**src/rtl/stepper_step_gen.sv**
```systemverilog
`default_nettype none
// ============================================================================
//  Module      : stepper_step_gen
//  Description : Turns one 32-bit move command into a 50%-duty step square
//                wave plus two direction pins. The half-period is obtained
//                from DIV_NUMERATOR / speed with a bit-serial restoring
//                divider (one quotient bit per clock, no combinational
//                divide). Exactly the commanded number of steps is emitted,
//                then a one-cycle done pulse is raised.
//  Options     : STEP_POSITION_EN - adds the signed 32-bit o_Position
//                accumulator (+1 per step for dir 0, -1 for dir 1).
//  Revision    : 1.0 - initial release
// ============================================================================
module stepper_step_gen #(
  parameter int NUM_W         = 24,
  parameter int DIV_NUMERATOR = 1800000,
  parameter int MIN_HALF      = 2
) (
  input  logic        i_Clock,
  input  logic        i_Reset,
  input  logic        i_Cmd_Valid,
  input  logic [31:0] i_Cmd_Word,
  input  logic        i_Abort,
  output logic        o_Cmd_Ready,
  output logic        o_Step,
  output logic        pin1,
  output logic        pin2,
  output logic        o_Busy,
  output logic        o_Done,
  output logic        o_Err,
  output logic        o_Aborted,
  output logic [15:0] o_Steps_Done
`ifdef STEP_POSITION_EN
  ,
  output logic signed [31:0] o_Position
`endif
);

  localparam int              c_CNT_W     = (NUM_W > 1) ? $clog2(NUM_W) : 1;
  localparam logic [NUM_W-1:0] c_NUMERATOR = NUM_W'(DIV_NUMERATOR);
  localparam logic [NUM_W-1:0] c_MIN_HALF  = NUM_W'(MIN_HALF);
  localparam logic [NUM_W-1:0] c_ONE       = NUM_W'(1);
  localparam logic [c_CNT_W-1:0] c_DIV_LAST = c_CNT_W'(NUM_W - 1);

  typedef enum logic [2:0] {
    S_IDLE   = 3'd0,
    S_DIVIDE = 3'd1,
    S_RUN_HI = 3'd2,
    S_RUN_LO = 3'd3,
    S_DONE   = 3'd4
  } state_t;

  state_t              r_State;
  state_t              w_Next_State;

  logic [14:0]         r_Speed;
  logic [15:0]         r_Count;
  logic                r_Pin1;
  logic                r_Pin2;
  logic                r_Step;
  logic                r_Err;
  logic                r_Aborted;
  logic [15:0]         r_Steps_Done;
  logic [NUM_W-1:0]    r_Rem;
  logic [NUM_W-1:0]    r_Quot;
  logic [c_CNT_W-1:0]  r_Div_Cnt;
  logic [NUM_W-1:0]    r_Timer;

  logic                w_Accept;
  logic [14:0]         w_Cmd_Speed;
  logic [15:0]         w_Cmd_Count;
  logic                w_In_Move;
  logic                w_Abort;
  logic [NUM_W:0]      w_Rem_Shift;
  logic [NUM_W:0]      w_Divisor;
  logic                w_Fits;
  logic [NUM_W-1:0]    w_Rem_Sub;
  logic [NUM_W-1:0]    w_Half;
  logic                w_Phase_Last;
  logic                w_Div_Last;
  logic [15:0]         w_Steps_Inc;
  logic                w_Target_Hit;
  logic                w_Step_Complete;

  assign w_Accept    = i_Cmd_Valid && (r_State == S_IDLE);
  assign w_Cmd_Speed = i_Cmd_Word[30:16];
  assign w_Cmd_Count = i_Cmd_Word[15:0];
  assign w_In_Move   = (r_State == S_DIVIDE) || (r_State == S_RUN_HI) ||
                       (r_State == S_RUN_LO);
  assign w_Abort     = i_Abort && w_In_Move;

  // Restoring divide: r_Quot starts as the numerator and shifts its MSB into
  // the partial remainder while the new quotient bit enters from the right.
  // The remainder always stays below the 15-bit divisor, so dropping the top
  // bit of the subtraction result loses nothing.
  assign w_Rem_Shift = {r_Rem, r_Quot[NUM_W-1]};
  assign w_Divisor   = {{(NUM_W + 1 - 15){1'b0}}, r_Speed};
  assign w_Fits      = (w_Rem_Shift >= w_Divisor);
  assign w_Rem_Sub   = w_Rem_Shift[NUM_W-1:0] - w_Divisor[NUM_W-1:0];

  // After DIVIDE r_Quot holds the raw quotient; the clamp is applied on use.
  assign w_Half       = (r_Quot < c_MIN_HALF) ? c_MIN_HALF : r_Quot;
  assign w_Phase_Last = (r_Timer == (w_Half - c_ONE));
  assign w_Div_Last   = (r_Div_Cnt == c_DIV_LAST);
  assign w_Steps_Inc  = r_Steps_Done + 16'd1;
  assign w_Target_Hit = (w_Steps_Inc == r_Count);

  // A step counts only when its low phase finishes without an abort.
  assign w_Step_Complete = (r_State == S_RUN_LO) && !i_Abort && w_Phase_Last;

  // State register.
  always_ff @(posedge i_Clock) begin
    if (i_Reset) begin
      r_State <= S_IDLE;
    end else begin
      r_State <= w_Next_State;
    end
  end

  // Next-state decode and state-derived handshake outputs.
  always_comb begin
    w_Next_State = r_State;
    o_Cmd_Ready  = 1'b0;
    o_Busy       = 1'b1;
    o_Done       = 1'b0;
    case (r_State)
      S_IDLE: begin
        o_Cmd_Ready = 1'b1;
        o_Busy      = 1'b0;
        if (w_Accept) begin
          if ((w_Cmd_Speed == 15'd0) || (w_Cmd_Count == 16'd0)) begin
            w_Next_State = S_DONE;
          end else begin
            w_Next_State = S_DIVIDE;
          end
        end
      end
      S_DIVIDE: begin
        if (i_Abort) begin
          w_Next_State = S_DONE;
        end else if (w_Div_Last) begin
          w_Next_State = S_RUN_HI;
        end
      end
      S_RUN_HI: begin
        if (i_Abort) begin
          w_Next_State = S_DONE;
        end else if (w_Phase_Last) begin
          w_Next_State = S_RUN_LO;
        end
      end
      S_RUN_LO: begin
        if (i_Abort) begin
          w_Next_State = S_DONE;
        end else if (w_Phase_Last) begin
          w_Next_State = w_Target_Hit ? S_DONE : S_RUN_HI;
        end
      end
      S_DONE: begin
        o_Done       = 1'b1;
        w_Next_State = S_IDLE;
      end
      default: begin
        w_Next_State = S_IDLE;
      end
    endcase
  end

  // Command capture, divider iteration, phase timer and step bookkeeping.
  always_ff @(posedge i_Clock) begin
    if (i_Reset) begin
      r_Speed      <= '0;
      r_Count      <= '0;
      r_Pin1       <= 1'b0;
      r_Pin2       <= 1'b0;
      r_Err        <= 1'b0;
      r_Aborted    <= 1'b0;
      r_Steps_Done <= '0;
      r_Rem        <= '0;
      r_Quot       <= '0;
      r_Div_Cnt    <= '0;
      r_Timer      <= '0;
    end else begin
      // The error flag lives exactly for the DONE cycle that follows accept.
      r_Err <= w_Accept && (w_Cmd_Speed == 15'd0);
      if (w_Abort) begin
        r_Aborted <= 1'b1;
      end
      case (r_State)
        S_IDLE: begin
          if (w_Accept) begin
            r_Speed      <= w_Cmd_Speed;
            r_Count      <= w_Cmd_Count;
            r_Pin1       <= i_Cmd_Word[31];
            r_Pin2       <= ~i_Cmd_Word[31];
            r_Aborted    <= 1'b0;
            r_Steps_Done <= '0;
            r_Rem        <= '0;
            r_Quot       <= c_NUMERATOR;
            r_Div_Cnt    <= '0;
            r_Timer      <= '0;
          end
        end
        S_DIVIDE: begin
          r_Quot    <= {r_Quot[NUM_W-2:0], w_Fits};
          r_Rem     <= w_Fits ? w_Rem_Sub : w_Rem_Shift[NUM_W-1:0];
          r_Div_Cnt <= r_Div_Cnt + c_CNT_W'(1);
        end
        S_RUN_HI: begin
          r_Timer <= w_Phase_Last ? '0 : (r_Timer + c_ONE);
        end
        S_RUN_LO: begin
          r_Timer <= w_Phase_Last ? '0 : (r_Timer + c_ONE);
          if (w_Step_Complete) begin
            r_Steps_Done <= w_Steps_Inc;
          end
        end
        default: begin
          r_Timer <= '0;
        end
      endcase
    end
  end

  // Step output follows the RUN_HI state one clock late, which places the
  // first rising edge NUM_W+1 clocks after accept; an abort drops it at once.
  always_ff @(posedge i_Clock) begin
    if (i_Reset) begin
      r_Step <= 1'b0;
    end else begin
      r_Step <= (r_State == S_RUN_HI) && !i_Abort;
    end
  end

`ifdef STEP_POSITION_EN
  logic signed [31:0] r_Position;

  // Signed position accumulator; survives accepts and wraps naturally.
  always_ff @(posedge i_Clock) begin
    if (i_Reset) begin
      r_Position <= '0;
    end else if (w_Step_Complete) begin
      r_Position <= r_Pin1 ? (r_Position - 32'sd1) : (r_Position + 32'sd1);
    end
  end

  assign o_Position = r_Position;
`else
  // Position tracking is not built in this configuration.
`endif

  assign o_Step       = r_Step;
  assign pin1         = r_Pin1;
  assign pin2         = r_Pin2;
  assign o_Err        = r_Err;
  assign o_Aborted    = r_Aborted;
  assign o_Steps_Done = r_Steps_Done;

endmodule
`default_nettype wire
```
**config.mk**
```make
export PLATFORM = sky130hd
export DESIGN_NAME = stepper_step_gen
export DESIGN_NICKNAME = d
export VERILOG_FILES = /design/src/rtl/stepper_step_gen.sv
export SDC_FILE = /design/constraint.sdc
export NUM_CORES = 1
export LEC_CHECK = 0
export BUFFER_PORTS_ARGS = -buffer_cell sky130_fd_sc_hd__buf_2
export CAP_MARGIN = 5
export CORE_MARGIN = 1
export CORE_UTILIZATION = 65
export CTS_CLUSTER_DIAMETER = 80
export DETAILED_ROUTE_END_ITERATION = 16
export GPL_ROUTABILITY_DRIVEN = 1
export PLACE_DENSITY = 0.85
export SLEW_MARGIN = 20
export SYNTH_ARGS = -nofsm -noshare
export SYNTH_HDL_FRONTEND = slang
export SYNTH_SLANG_ARGS = --single-unit
```
**constraint.sdc**
```tcl
create_clock -name i_Clock -period 6.3 [get_ports i_Clock]
set_input_delay 0.315 -clock i_Clock [delete_from_list [all_inputs] [get_ports i_Clock]]
set_output_delay 0.315 -clock i_Clock [all_outputs]
set_load 0.02 [all_outputs]
```
==> flow_metrics.env <==
export IMPL_wl_mm=19.0
export IMPL_post_dp_hpwl_mm=13.4
export IMPL_wire_per_inst_um=15.9
export IMPL_dieHeight_um=112
export IMPL_grt_antenna_before_repair=0
export IMPL_synth_compound_area_share_pct=15.5
export IMPL_ys_seq_area_share_pct=33.7
export IMPL_synthAdderAreaFrac_pct=3.28
export IMPL_outcome="finished with violations"
export IMPL_startpoint="r_Quot[8]"
export IMPL_layout_drive_gt1_share_pct=9.93
export IMPL_synth_edf_count=0
export IMPL_cts_setup_buffers=0
export IMPL_cts_max_path_buffers=2
export IMPL_synth_avg_cell_area_um2=7.64
export IMPL_rows=39
export IMPL_core_um2=11600
export IMPL_dr_pass1_iters=12
export IMPL_grt_usage_pct=32.0
export IMPL_viasPerCell=6.14
export IMPL_first_global_vias=6793
export IMPL_synth_seq_cells=132
export IMPL_tns_ns=0
export IMPL_clock_latency_ns=0.43
export IMPL_finalHoldViolCount=0
export IMPL_hold_path_class="in2reg"
export IMPL_ys_flop_type="dfxtp_1"
export IMPL_required_ns=6.60
export IMPL_critPathArrivalTime_ns=4.63
export IMPL_reg2reg_from="r_Quot[8]"
export IMPL_static_leakage_power_nw=3.41
export IMPL_cts_root_buffer="clkbuf_16"
export IMPL_initial_core_util_pct=67.6
export IMPL_drv_slew=0
export IMPL_place_gp_congestion=0.945
export IMPL_critPathMaxFanout=12
export IMPL_die_w_um=112
export IMPL_ys_warn_count=0
export IMPL_synthCells=1027
export IMPL_cts_buffers=17
export IMPL_crit_path_start_kind="register"
export IMPL_detail_route_antenna_nets=0
export IMPL_htreeDepth=4
export IMPL_final_nets=1102
export IMPL_post_cts_resized=0
export IMPL_hp_start="i_Abort"
export IMPL_period_share_pct=68.7
export IMPL_timing_slew_headroom_pct=45.8
export IMPL_end_kind="register"
export IMPL_p_per_area_nw_per_um2=523
export IMPL_grt_overflow=0
export IMPL_violations="design-rule violations"
export IMPL_setup_viol=0
export IMPL_design_area_um2=8650
export IMPL_period_needed_ns=4.33
export IMPL_vias=7366
export IMPL_netlist_top_cell_by_area="dfxtp_1"
export IMPL_num_antenna_cells=0
export IMPL_synthSimpleGateAreaFrac_pct=29.6
export IMPL_grt_pass1_wl_mm=32.1
export IMPL_finClkSkew_ns=0.00699
export IMPL_dieArea_um2=12500
export IMPL_synthXorXnorAreaFrac_pct=8.59
export IMPL_rsz0062_at_grt="no"
export IMPL_grt_start_max_net_pins=58
export IMPL_critical_path_class="reg2reg"
export IMPL_place_area_um2=8120
export IMPL_ioPinCount=60
export IMPL_netlist_area_um2=7850
export IMPL_power_total_mw=4.52
export IMPL_synth_cell_type_count=65
export IMPL_async_flop_share_pct=0
export IMPL_synth_top_area_share_pct=33.7
export IMPL_route_detailed_drc=3
export IMPL_synth_area_top_cells="dfxtp_1 34%, nand2_1 6.9%, xnor2_1 5.9%, a21oi_1 5.7%, nand3_1 4.3%"
export IMPL_clkSlewWorstSetupHoldPaths_ns=0.06
export IMPL_synthMuxAreaShare_pct=3.97
export IMPL_maxCapViolCount=0
export IMPL_tightest_slew_ns=0.805
export IMPL_cts_tree="built"
export IMPL_synth_top_family_by_area="simple AND/OR/NAND/NOR gates"
export IMPL_cts_sinks=132
export IMPL_drt_iter0_drc=623
export IMPL_hold_buffers=0
export IMPL_port_buffers=59
export IMPL_peakVddDrop_mv=0.496
export IMPL_max_freq_mhz=231
export IMPL_synth_nets=1083
export IMPL_syn_to_final_growth_pct=10.1
[cells in the mapped netlist (5+ instances only)]
| cell type | count |
|---|---|
| a211oi_1 | 7 |
| xor2_1 | 24 |
| xnor2_1 | 53 |
| nor2_1 | 77 |
| clkbuf_1 | 49 |
| ha_1 | 19 |
| dfxtp_1 | 132 |
| and3_1 | 23 |
| nor2b_1 | 9 |
| mux2i_1 | 30 |
| nor4_1 | 24 |
| nand4_1 | 18 |
| a21o_1 | 8 |
| a21oi_1 | 90 |
| inv_1 | 38 |
| o211ai_1 | 5 |
| o21a_1 | 5 |
| or3_1 | 6 |
| nand2b_1 | 7 |
| nand3b_1 | 9 |
| and2_1 | 5 |
| nand3_1 | 68 |
| nor3b_1 | 5 |
| o21ai_0 | 37 |
| nand2_1 | 144 |
| a31oi_1 | 11 |
| buf_2 | 6 |
| a22o_1 | 8 |
| nor3_1 | 46 |
[cell type report]
type,count,area (um2)
tap,143,179
timing repair buffer,64,333
sequential,132,2640
clock inverter,5,52.6
fill,926,2970
inverter,38,143
clock buffer,25,475
multi-input combinational,793,4820
[kinds of logic after synthesis]
family	count (synthesis)
buffers and inverters	102
multiplexers	31
AO/OA/AOI/OAI	200
flip-flops	132
AND/OR/NAND/NOR	465
XOR/XNOR	77
adder cells (fa/ha/maj)	20
[power by group]
group | internal, mW | switching, mW
logic | 0.994 | 1.46
clock network | 0.556 | 0.346
registers | 0.988 | 0.183
[critical path: stages, from the launching register on]
cell	delay (ns)
dfxtp_1	0.39
or4_1	0.65
nor3_1	0.33
nand2_1	0.12
nand2_1	0.09
ha_1	0.23
nor2b_1	0.24
nand3_1	0.16
nor3_1	0.30
xnor2_1	0.16
nand3_1	0.14
nor4b_4	0.45
nand3_1	0.45
nand2_1	0.37
a31oi_1	0.12
[placed cells by master (no fill, tap or decap), types with 5 or more instances in the layout]
| cell type | count |
|---|---|
| mux2i_1 | 30 |
| a22o_1 | 8 |
| clkbuf_1 | 6 |
| clkbuf_16 | 17 |
| a21o_1 | 8 |
| xor2_1 | 24 |
| nor2_1 | 76 |
| nand3b_1 | 9 |
| a31oi_1 | 11 |
| buf_2 | 59 |
| a21oi_1 | 90 |
| nor3_1 | 44 |
| xnor2_1 | 53 |
| nor3b_1 | 5 |
| nand2b_1 | 7 |
| o21a_1 | 5 |
| nor2b_1 | 9 |
| nand4_1 | 18 |
| buf_4 | 5 |
| and2_1 | 6 |
| ha_1 | 19 |
| nand2_1 | 143 |
| a211oi_1 | 7 |
| dfxtp_1 | 132 |
| nand3_1 | 68 |
| or3_1 | 5 |
| and3_1 | 23 |
| inv_1 | 38 |
| nor4_1 | 24 |
| o211ai_1 | 5 |
| o21ai_0 | 37 |
[worst paths after layout]
path	to	slack, ns	cells after the start
worst max-delay path	o_Steps_Done[6]	1.97	14
worst min-delay path	o_Step	0.13	2
worst max register to register	o_Steps_Done[6]	1.97	14
worst min register to register	pin1	0.46	2
[flip-flops by register name (all words and copies together), names as in the netlist]
| name | cells |
|---|---|
| o_Aborted | 1 |
| o_Err | 1 |
| o_Step | 1 |
| o_Steps_Done | 16 |
| pin1 | 1 |
| pin2 | 1 |
| r_Count | 16 |
| r_Div_Cnt | 5 |
| r_Quot | 24 |
| r_Rem | 24 |
| r_Speed | 15 |
| r_State | 3 |
| r_Timer | 24 |
[metrics by stage]
| step | utilization [%] | cells | setup slack (ns) | hold slack, ns |
|---|---|---|---|---|
| final | 74.4 | 1200 | 1.97 | 0.130 |
| after global routing | 74.4 | 1200 | 1.54 | 0.141 |
| after CTS | 74.4 | 1200 | 2.02 | 0.120 |
| after detailed placement | 69.9 | 1170 | 2.04 | 0.444 |
| after global placement | 69.8 | 1170 | 2.16 | 0.437 |
| after floorplan | - | 1027 | 2.61 | 0.394 |
[layer usage]
layer	vias to the layer above	track usage [%]	part of all wire, %
met4	0	13.2	2.3
met1	3460	41.3	45
li1	3679	-	-
met2	193	51.7	47
met5	-	0	0
met3	34	7.19	5.7
Note: power is estimated with default switching activity, not from simulation.
